### config.mk
export PLATFORM = sky130hd
export DESIGN_NAME = uart_transmitter
export DESIGN_NICKNAME = d
export VERILOG_FILES = /design/src/rtl/uart_transmitter.sv
export SDC_FILE = /design/constraint.sdc
export NUM_CORES = 1
export LEC_CHECK = 0
export BUFFER_PORTS_ARGS = -buffer_cell sky130_fd_sc_hd__buf_2
export CORE_UTILIZATION = 45
export CTS_BUF_LIST = sky130_fd_sc_hd__clkbuf_2
export DETAILED_ROUTE_END_ITERATION = 6
export GPL_ROUTABILITY_DRIVEN = 0
export PLACE_DENSITY_LB_ADDON = 0.12
export SLEW_MARGIN = 20
export SYNTH_ARGS = -nofsm -noshare
export SYNTH_HDL_FRONTEND = slang
export SYNTH_SLANG_ARGS = --single-unit
### constraint.sdc
create_clock -name clk -period 5.8 [get_ports clk]
set_input_delay 0.58 -clock clk [delete_from_list [all_inputs] [get_ports clk]]
set_output_delay 0.58 -clock clk [all_outputs]
set_load 0.02 [all_outputs]
### src/rtl/uart_transmitter.sv
// UART transmitter: 8N1, LSB first, with a small byte FIFO in front.
// Frames go out back-to-back with a two-cycle high gap (CLEANUP + IDLE).
//
// state   | meaning
// --------+------------------------------------------------------
// IDLE    | line high; pops the FIFO head when one is queued
// START   | start bit (0) for CLKS_PER_BIT cycles
// DATA    | data bits 0..7, CLKS_PER_BIT cycles each
// STOP    | stop bit (1) for CLKS_PER_BIT cycles
// CLEANUP | one cycle, tx_done pulse, line high
module uart_transmitter #(
  parameter int CLKS_PER_BIT = 10416,
  parameter int FIFO_DEPTH   = 4
) (
  input  logic       clk,
  input  logic       rst_n,
  input  logic       tx_valid,
  input  logic [7:0] tx_byte,
  output logic       tx_ready,
  output logic       TxD,
  output logic       tx_active,
  output logic       tx_done
);

  localparam int CNT_W  = $clog2(CLKS_PER_BIT);
  localparam int PTR_W  = $clog2(FIFO_DEPTH);
  localparam int FCNT_W = PTR_W + 1;

  localparam logic [CNT_W-1:0]  CNT_LAST  = CNT_W'(CLKS_PER_BIT - 1);
  localparam logic [FCNT_W-1:0] FIFO_FULL = FCNT_W'(FIFO_DEPTH);

  typedef enum logic [2:0] {
    S_IDLE    = 3'd0,
    S_START   = 3'd1,
    S_DATA    = 3'd2,
    S_STOP    = 3'd3,
    S_CLEANUP = 3'd4
  } state_t;

  logic [7:0]        mem [FIFO_DEPTH];
  logic [PTR_W-1:0]  wr_ptr;
  logic [PTR_W-1:0]  rd_ptr;
  logic [FCNT_W-1:0] fifo_cnt;
  logic              push;
  logic              pop;

  state_t            state_q, state_d;
  logic [CNT_W-1:0]  cnt_q, cnt_d;
  logic [2:0]        idx_q, idx_d;
  logic [7:0]        shift_q, shift_d;
  logic              txd_q, txd_d;
  logic              bit_end;

  // Ready depends only on the registered count, so a pop in a full cycle
  // does not open a write slot until the following cycle.
  assign tx_ready = (fifo_cnt != FIFO_FULL);
  assign push     = tx_valid && tx_ready;

  // FIFO storage; no reset needed, validity is tracked by the count.
  always_ff @(posedge clk) begin
    if (push) begin
      mem[wr_ptr] <= tx_byte;
    end
  end

  // FIFO pointers and occupancy count.
  always_ff @(posedge clk) begin
    if (!rst_n) begin
      wr_ptr   <= '0;
      rd_ptr   <= '0;
      fifo_cnt <= '0;
    end else begin
      if (push) begin
        wr_ptr <= wr_ptr + 1'b1;
      end
      if (pop) begin
        rd_ptr <= rd_ptr + 1'b1;
      end
      case ({push, pop})
        2'b10:   fifo_cnt <= fifo_cnt + 1'b1;
        2'b01:   fifo_cnt <= fifo_cnt - 1'b1;
        default: fifo_cnt <= fifo_cnt;
      endcase
    end
  end

  // FSM, bit timer, shift register and registered line output.
  always_ff @(posedge clk) begin
    if (!rst_n) begin
      state_q <= S_IDLE;
      cnt_q   <= '0;
      idx_q   <= '0;
      shift_q <= '0;
      txd_q   <= 1'b1;
    end else begin
      state_q <= state_d;
      cnt_q   <= cnt_d;
      idx_q   <= idx_d;
      shift_q <= shift_d;
      txd_q   <= txd_d;
    end
  end

  // Next-state logic; the line value is derived from the next state so
  // TxD changes on the same edge as the state it belongs to.
  always_comb begin
    state_d = state_q;
    cnt_d   = cnt_q;
    idx_d   = idx_q;
    shift_d = shift_q;
    pop     = 1'b0;
    txd_d   = 1'b1;
    bit_end = (cnt_q == CNT_LAST);

    case (state_q)
      S_IDLE: begin
        if (fifo_cnt != '0) begin
          pop     = 1'b1;
          shift_d = mem[rd_ptr];
          cnt_d   = '0;
          idx_d   = '0;
          state_d = S_START;
        end
      end
      S_START: begin
        if (bit_end) begin
          cnt_d   = '0;
          idx_d   = '0;
          state_d = S_DATA;
        end else begin
          cnt_d = cnt_q + 1'b1;
        end
      end
      S_DATA: begin
        if (bit_end) begin
          cnt_d = '0;
          if (idx_q == 3'd7) begin
            state_d = S_STOP;
          end else begin
            idx_d = idx_q + 1'b1;
          end
        end else begin
          cnt_d = cnt_q + 1'b1;
        end
      end
      S_STOP: begin
        if (bit_end) begin
          cnt_d   = '0;
          state_d = S_CLEANUP;
        end else begin
          cnt_d = cnt_q + 1'b1;
        end
      end
      S_CLEANUP: begin
        state_d = S_IDLE;
      end
      default: begin
        state_d = S_IDLE;
        cnt_d   = '0;
        idx_d   = '0;
      end
    endcase

    case (state_d)
      S_START: txd_d = 1'b0;
      S_DATA:  txd_d = shift_d[idx_d];
      default: txd_d = 1'b1;
    endcase
  end

  assign TxD       = txd_q;
  assign tx_active = (state_q == S_START) || (state_q == S_DATA) || (state_q == S_STOP);
  assign tx_done   = (state_q == S_CLEANUP);

endmodule

# [Word level (Yosys, flattened, before mapping)]
# Memories as Yosys holds them, arrays and structs flattened. A register that Yosys moved wholly into a read port is not among the register bits.
# Cells that the tools add are included.
[classes] add_sub_neg=6 order_cmp=1 eq_ne=12 mux=26 bitwise_logic=1 reduce_logical=9
[ops] operator="14-bit one-hot mux with 3 select lines" count=1
[ops] operator="14-bit 2-to-1 mux" count=2
[ops] operator="3-bit 2-to-1 mux" count=9
[ops] operator="3-bit one-hot mux with 4 select lines" count=2
[ops] operator="8-bit 2-to-1 mux" count=2
[ops] operator="14-bit by 1-bit adder with 14-bit output, second input constant" count=1
[ops] operator="14-bit == test, second input constant" count=1
[ops] operator="3-bit by 2-bit == test with 1-bit output, second input constant" count=3
[ops] operator="3-bit by 1-bit adder with 3-bit output, second input constant" count=2
[ops] operator="3-bit by 1-bit == test with 1-bit output, second input constant" count=2
[ops] operator="3-bit == test, second input constant" count=2
[ops] operator="3-bit one-hot mux with 2 select lines" count=1
[ops] operator="1-bit 2-to-1 mux" count=5
[ops] operator="2-bit by 1-bit adder with 2-bit output, second input constant" count=2
[ops] operator="3-bit by 4-bit < comparator with 1-bit output, second input constant" count=1
[ops] operator="2-bit 2-to-1 mux" count=2
[ops] operator="1-bit binary-select mux with 3-bit select" count=1
[ops] operator="3-bit logical NOT" count=1
[ops] operator="3-bit != test, second input constant" count=1
[ops] operator="3-bit nonzero test" count=1
[ops] operator="3-bit OR reduction" count=1
[ops] operator="3-bit by 1-bit subtractor with 3-bit output, second input constant" count=1
[ops] operator="2-bit by 1-bit == test with 1-bit output, second input constant" count=1
[ops] operator="2-bit == test, second input constant" count=1
[ops] operator="8 further kinds" count=9
[totals] regBits=36 mem_bits_rw=32 in_bits=11 wordCells=64 n_memories=1
[mem_list] name="mem" depth=4 word_bits=8 read_ports=1 rd_clocked_by_memory_dff=1 write_ports=1 line="40" text="logic [7:0] mem [FIFO_DEPTH];"

# [Longest topological paths before layout]
[logic_depth] depth_word=7 depth_mapped=10 depth_no_buf=10

# [Least setup slack after synthesis]
# Ideal clock, no wire load.
[synth_timing] path_type="register -> register" startpoint="register cnt_q[0]" endpoint="register txd_q, in the netlist TxD" setup_ps=122 t_arrival_ps=2233 required_time_ps=5678 slack_ps=3445 path_stages_with_launch=11 synth_period_minus_slack_ps=2355 path_cell_list="dfxtp_1 > ha_1 > and3_1 > clkbuf_1 > and4_4 > buf_6 > or3_4 > a21oi_4 > mux2i_1 > o22ai_1 > o32a_1"
[synth_via] elab_chain_cells=6 word_cells_on_any_way=13 cone_classes="3 x eq/ne; 10 x mux"
[synth_lines] item="start, declared" line="48" text="logic [CNT_W-1:0] cnt_q, cnt_d;"
[synth_lines] item="start signal, assigned" line="97" text="cnt_q <= cnt_d;"
[synth_lines] item="14-bit == test (*)" line="113" text="bit_end = (cnt_q == CNT_LAST);"
[synth_lines] item="3-bit 2-to-1 mux (on tied branches)" line="135, 126"
[synth_lines] item="3-bit one-hot mux with 4 select lines" line="115" text="case (state_q)"
[synth_lines] item="1-bit binary-select mux with 3-bit select" line="166" text="S_DATA: txd_d = shift_d[idx_d];"
[synth_lines] item="1-bit 2-to-1 mux (implied by the code)" line="166"
[synth_lines] item="1-bit one-hot mux with 2 select lines (*)" line="164" text="case (state_d)"
[synth_lines] item="end signal, assigned" line="100" text="txd_q <= txd_d;"
[synth_lines] item="end, declared" line="51" text="logic txd_q, txd_d;"
# Every way passes the cells marked *; elsewhere a longest branch is shown, timed or not. The select of a mux whose other input is x is not followed.
# A chain may end at the register's enable or synchronous reset.

# [Worst setup path after layout]
[layout_timing] startpoint="register state_q[1]" endpoint="register fifo_cnt[2]"
[layout_via] elab_chain_cells=4 word_cells_on_any_way=6 cone_classes="2 x eq/ne; 2 x mux; 2 x reduce/logical"
[layout_lines] item="start, declared" line="47" text="state_t state_q, state_d;"
[layout_lines] item="start signal, assigned" line="96" text="state_q <= state_d;"
[layout_lines] item="3-bit logical NOT (*)" line="115"
[layout_lines] item="1-bit 2-to-1 mux (*)" line="115"
[layout_lines] item="2-bit by 1-bit == test with 1-bit output or 2-bit == test (tied branches)" line="79" text="case ({push, pop})"
[layout_lines] item="3-bit one-hot mux with 2 select lines or 2-bit nonzero test (tied branches)"
[layout_lines] item="end signal, assigned" line="80" text="2'b10: fifo_cnt <= fifo_cnt + 1'b1;"
[layout_lines] item="end signal, assigned" line="81" text="2'b01: fifo_cnt <= fifo_cnt - 1'b1;"
[layout_lines] item="end signal, assigned" line="82" text="default: fifo_cnt <= fifo_cnt;"
[layout_lines] item="end, declared" line="43" text="logic [FCNT_W-1:0] fifo_cnt;"
# Every way passes the cells marked *; elsewhere a longest branch is shown, timed or not.

==> metrics <==
Syn Area/Cell=about 12 um^2; MaxCap Viol Count=0; Mapped Nets=283; share of layout cells above drive strength 1=a little under a fifth; asr flop ratio synth=0%; Post-synth top cells=dfxtp_1 (38), edfxtp_1 (32), and2_1 (18), nand2_1 (18), nor2_1 (16); CTS Hold Buffers Added=0; Horiz. Die Dim=~86 um; most used flip-flop cell after synthesis=dfxtp_1; status=finished, final reports clean; CP Max Fanout=12; min Tclk post-route=about 2.3 ns; WL/cell=14.5 um; adder-cell area share of the yosys netlist=roughly 3.4%; Slew HR=64.0%; Synth top area share=30.5%; Compound-Gate Fraction of Synth Area=roughly 6.5%; Post-DP HPWL=between 3000 and 4000 um; CTS tree=built; Worst EP required=6.22 ns; yosys warns=0; Post-Syn Instances=264; pre-CTS setup slack=between 3 and 4 ns; synth top area cells=edfxtp_1 (30%), dfxtp_1 (24%), mux4_2 (5.7%); WP data arrival=2.76 ns; worst min path class=primary input to register; vias post-DR=1916; Setup CP Type=register to register; I/O pins=15; clk slew on worst S/H paths=0.22 ns; CP Capture Type=register; Final Cell Area=~3400 um^2; Final #Nets=approximately 300; pin count of the biggest net entering global routing=28; synth-to-layout area growth=8.13%; post-synthesis xor/xnor area fraction=approximately 4.2%; Final Hold Vio Count=0; DRC violations left=0; vias in the first global route=~1900; Max clock buf depth=2; most common cell in the synthesized netlist=dfxtp_1; 1st-iter DRT viols=96; number of flops mapped to enable cells by yosys=32; Die H=85.7 um; Core Region=6790 um^2; mapped cell area=between 3000 and 4000 um^2; Seq cells post-synth=70; Site Rows=30; Slew Viols, Final=0; skew final=approximately 0.03 ns; Final WS setup=around 3.5 ns; H-tree levels=3; CTS resizes=0; Setup crit start kind=register; largest family of logic cells by synthesized area=simple AND/OR/NAND/NOR gates; Seq/Total Area, Yosys=54.6%; placed inst area=between 3000 and 4000 um^2; unrepaired setup endpoints after global routing=false; CTS Root Cell=clkbuf_2; Starting Density=between 40% and 50%; post-route ant nets=0; die area=7350 um^2; first-pass GRT wire length=about 9400 um; initial antenna violation count=0; simple-gate share of the synthesized area=18.7%; Setup TNS Final=0 ns; PortBufs=14; maximum vdd drop=0.000180 V; GRT overflow=0; Fmax=0.427 GHz; multiplexer area fraction after synthesis=under 10%; Leak=0.00121 uW; clk sink count=70; Total GRT Usage=between 10% and 20%; post-synth top area cell=edfxtp_1; via density per instance=approximately 5; CTS Buf Count=9; crit share post-route=roughly 40%; Least-Margin Pin Slew=0.539 ns; # diodes=0; PD cells=380 nW/um^2; Post-CTS Setup Bufs=0; clk_lat worst skew=between 0.5 and 0.6 ns; wirelength, routed=~5500 um; library cells used by synthesis=48; Finish-stage setup viols=0; DRT Pass-1 Iters=4
layout make-up:
class                      count  area, um^2
clock buffer                  10        50.0
clock inverter                 6        71.3
fill                         612        3380
inverter                       7        26.3
multi-input combinational    174        1340
sequential                    70        1720
tap                           96         120
timing repair buffer          15        77.6
flip-flops by register name (all words and copies together) (netlist names), named ones only:
name / count
shift_q: 8
rd_ptr: 2
TxD: 1
fifo_cnt: 3
wr_ptr: 2
mem: 32
state_q: 3
cnt_q: 14
idx_q: 3
cells in the final DEF (no fill, tap or decap), types with 2 or more instances in the layout:
cell type,n
inv_1,7
clkbuf_2,10
nand4_1,4
nand2_1,18
mux2i_1,5
nand3b_1,2
xnor2_1,7
xor2_1,8
or3_1,3
edfxtp_1,32
mux4_2,8
and3_1,9
mux2_2,6
a21boi_0,2
buf_2,14
clkinvlp_4,2
nor2b_1,9
and2_1,18
dfxtp_1,38
o21ai_0,7
nand2b_1,5
nor3_1,3
a21oi_1,9
ha_1,7
a21o_1,2
clkinv_4,2
nand3_1,6
nor2_1,16
critical path: stages, from the launching register on:
cell      delay [ns]
dfxtp_1         0.45
nor4_2          0.29
buf_4           0.25
ha_1            0.21
inv_1           0.06
fa_1            0.37
xor2_1          0.16
or3_1           0.29
a21boi_0        0.18
power breakdown:
group | switching, uW | internal [uW]
combinational | 193 | 172
sequential | 47.8 | 592
clock | 187 | 104
per-stage QoR:
step	cells	hold slack, ns	power [uW]	util (%)
2_1_floorplan	264	0.464	930	-
3_3_place_gp	362	0.500	1010	48.4
3_5_place_dp	362	0.502	1020	48.4
4_1_cts	378	0.221	1310	50.2
5_1_grt	378	0.214	1380	50.2
6_report	378	0.268	1300	50.2
final timing paths:
path,slack [ns],from,cells after the start,end
worst min register to register,0.54,cnt_q[3],2,cnt_q[3]
worst max register to register,3.46,state_q[1],8,fifo_cnt[2]
worst min-delay path,0.27,tx_byte[6],1,mem[0][6]
worst max-delay path,3.46,state_q[1],8,fifo_cnt[2]
routing by layer:
layer	GRT usage (%)	up-vias	share of wire, %
met5	0	-	0
met4	8.64	0	2.4
met3	4.33	13	4.0
met2	24.2	34	43
met1	24.3	902	51
li1	-	967	-
cells by family after synthesis:
logic type	Yosys count
fa+ha+maj	8
simple gates	101
buf+inv	20
mux	20
compound gates	30
flops	70
xor+xnor	15
Power figures use the tool's default switching activity.
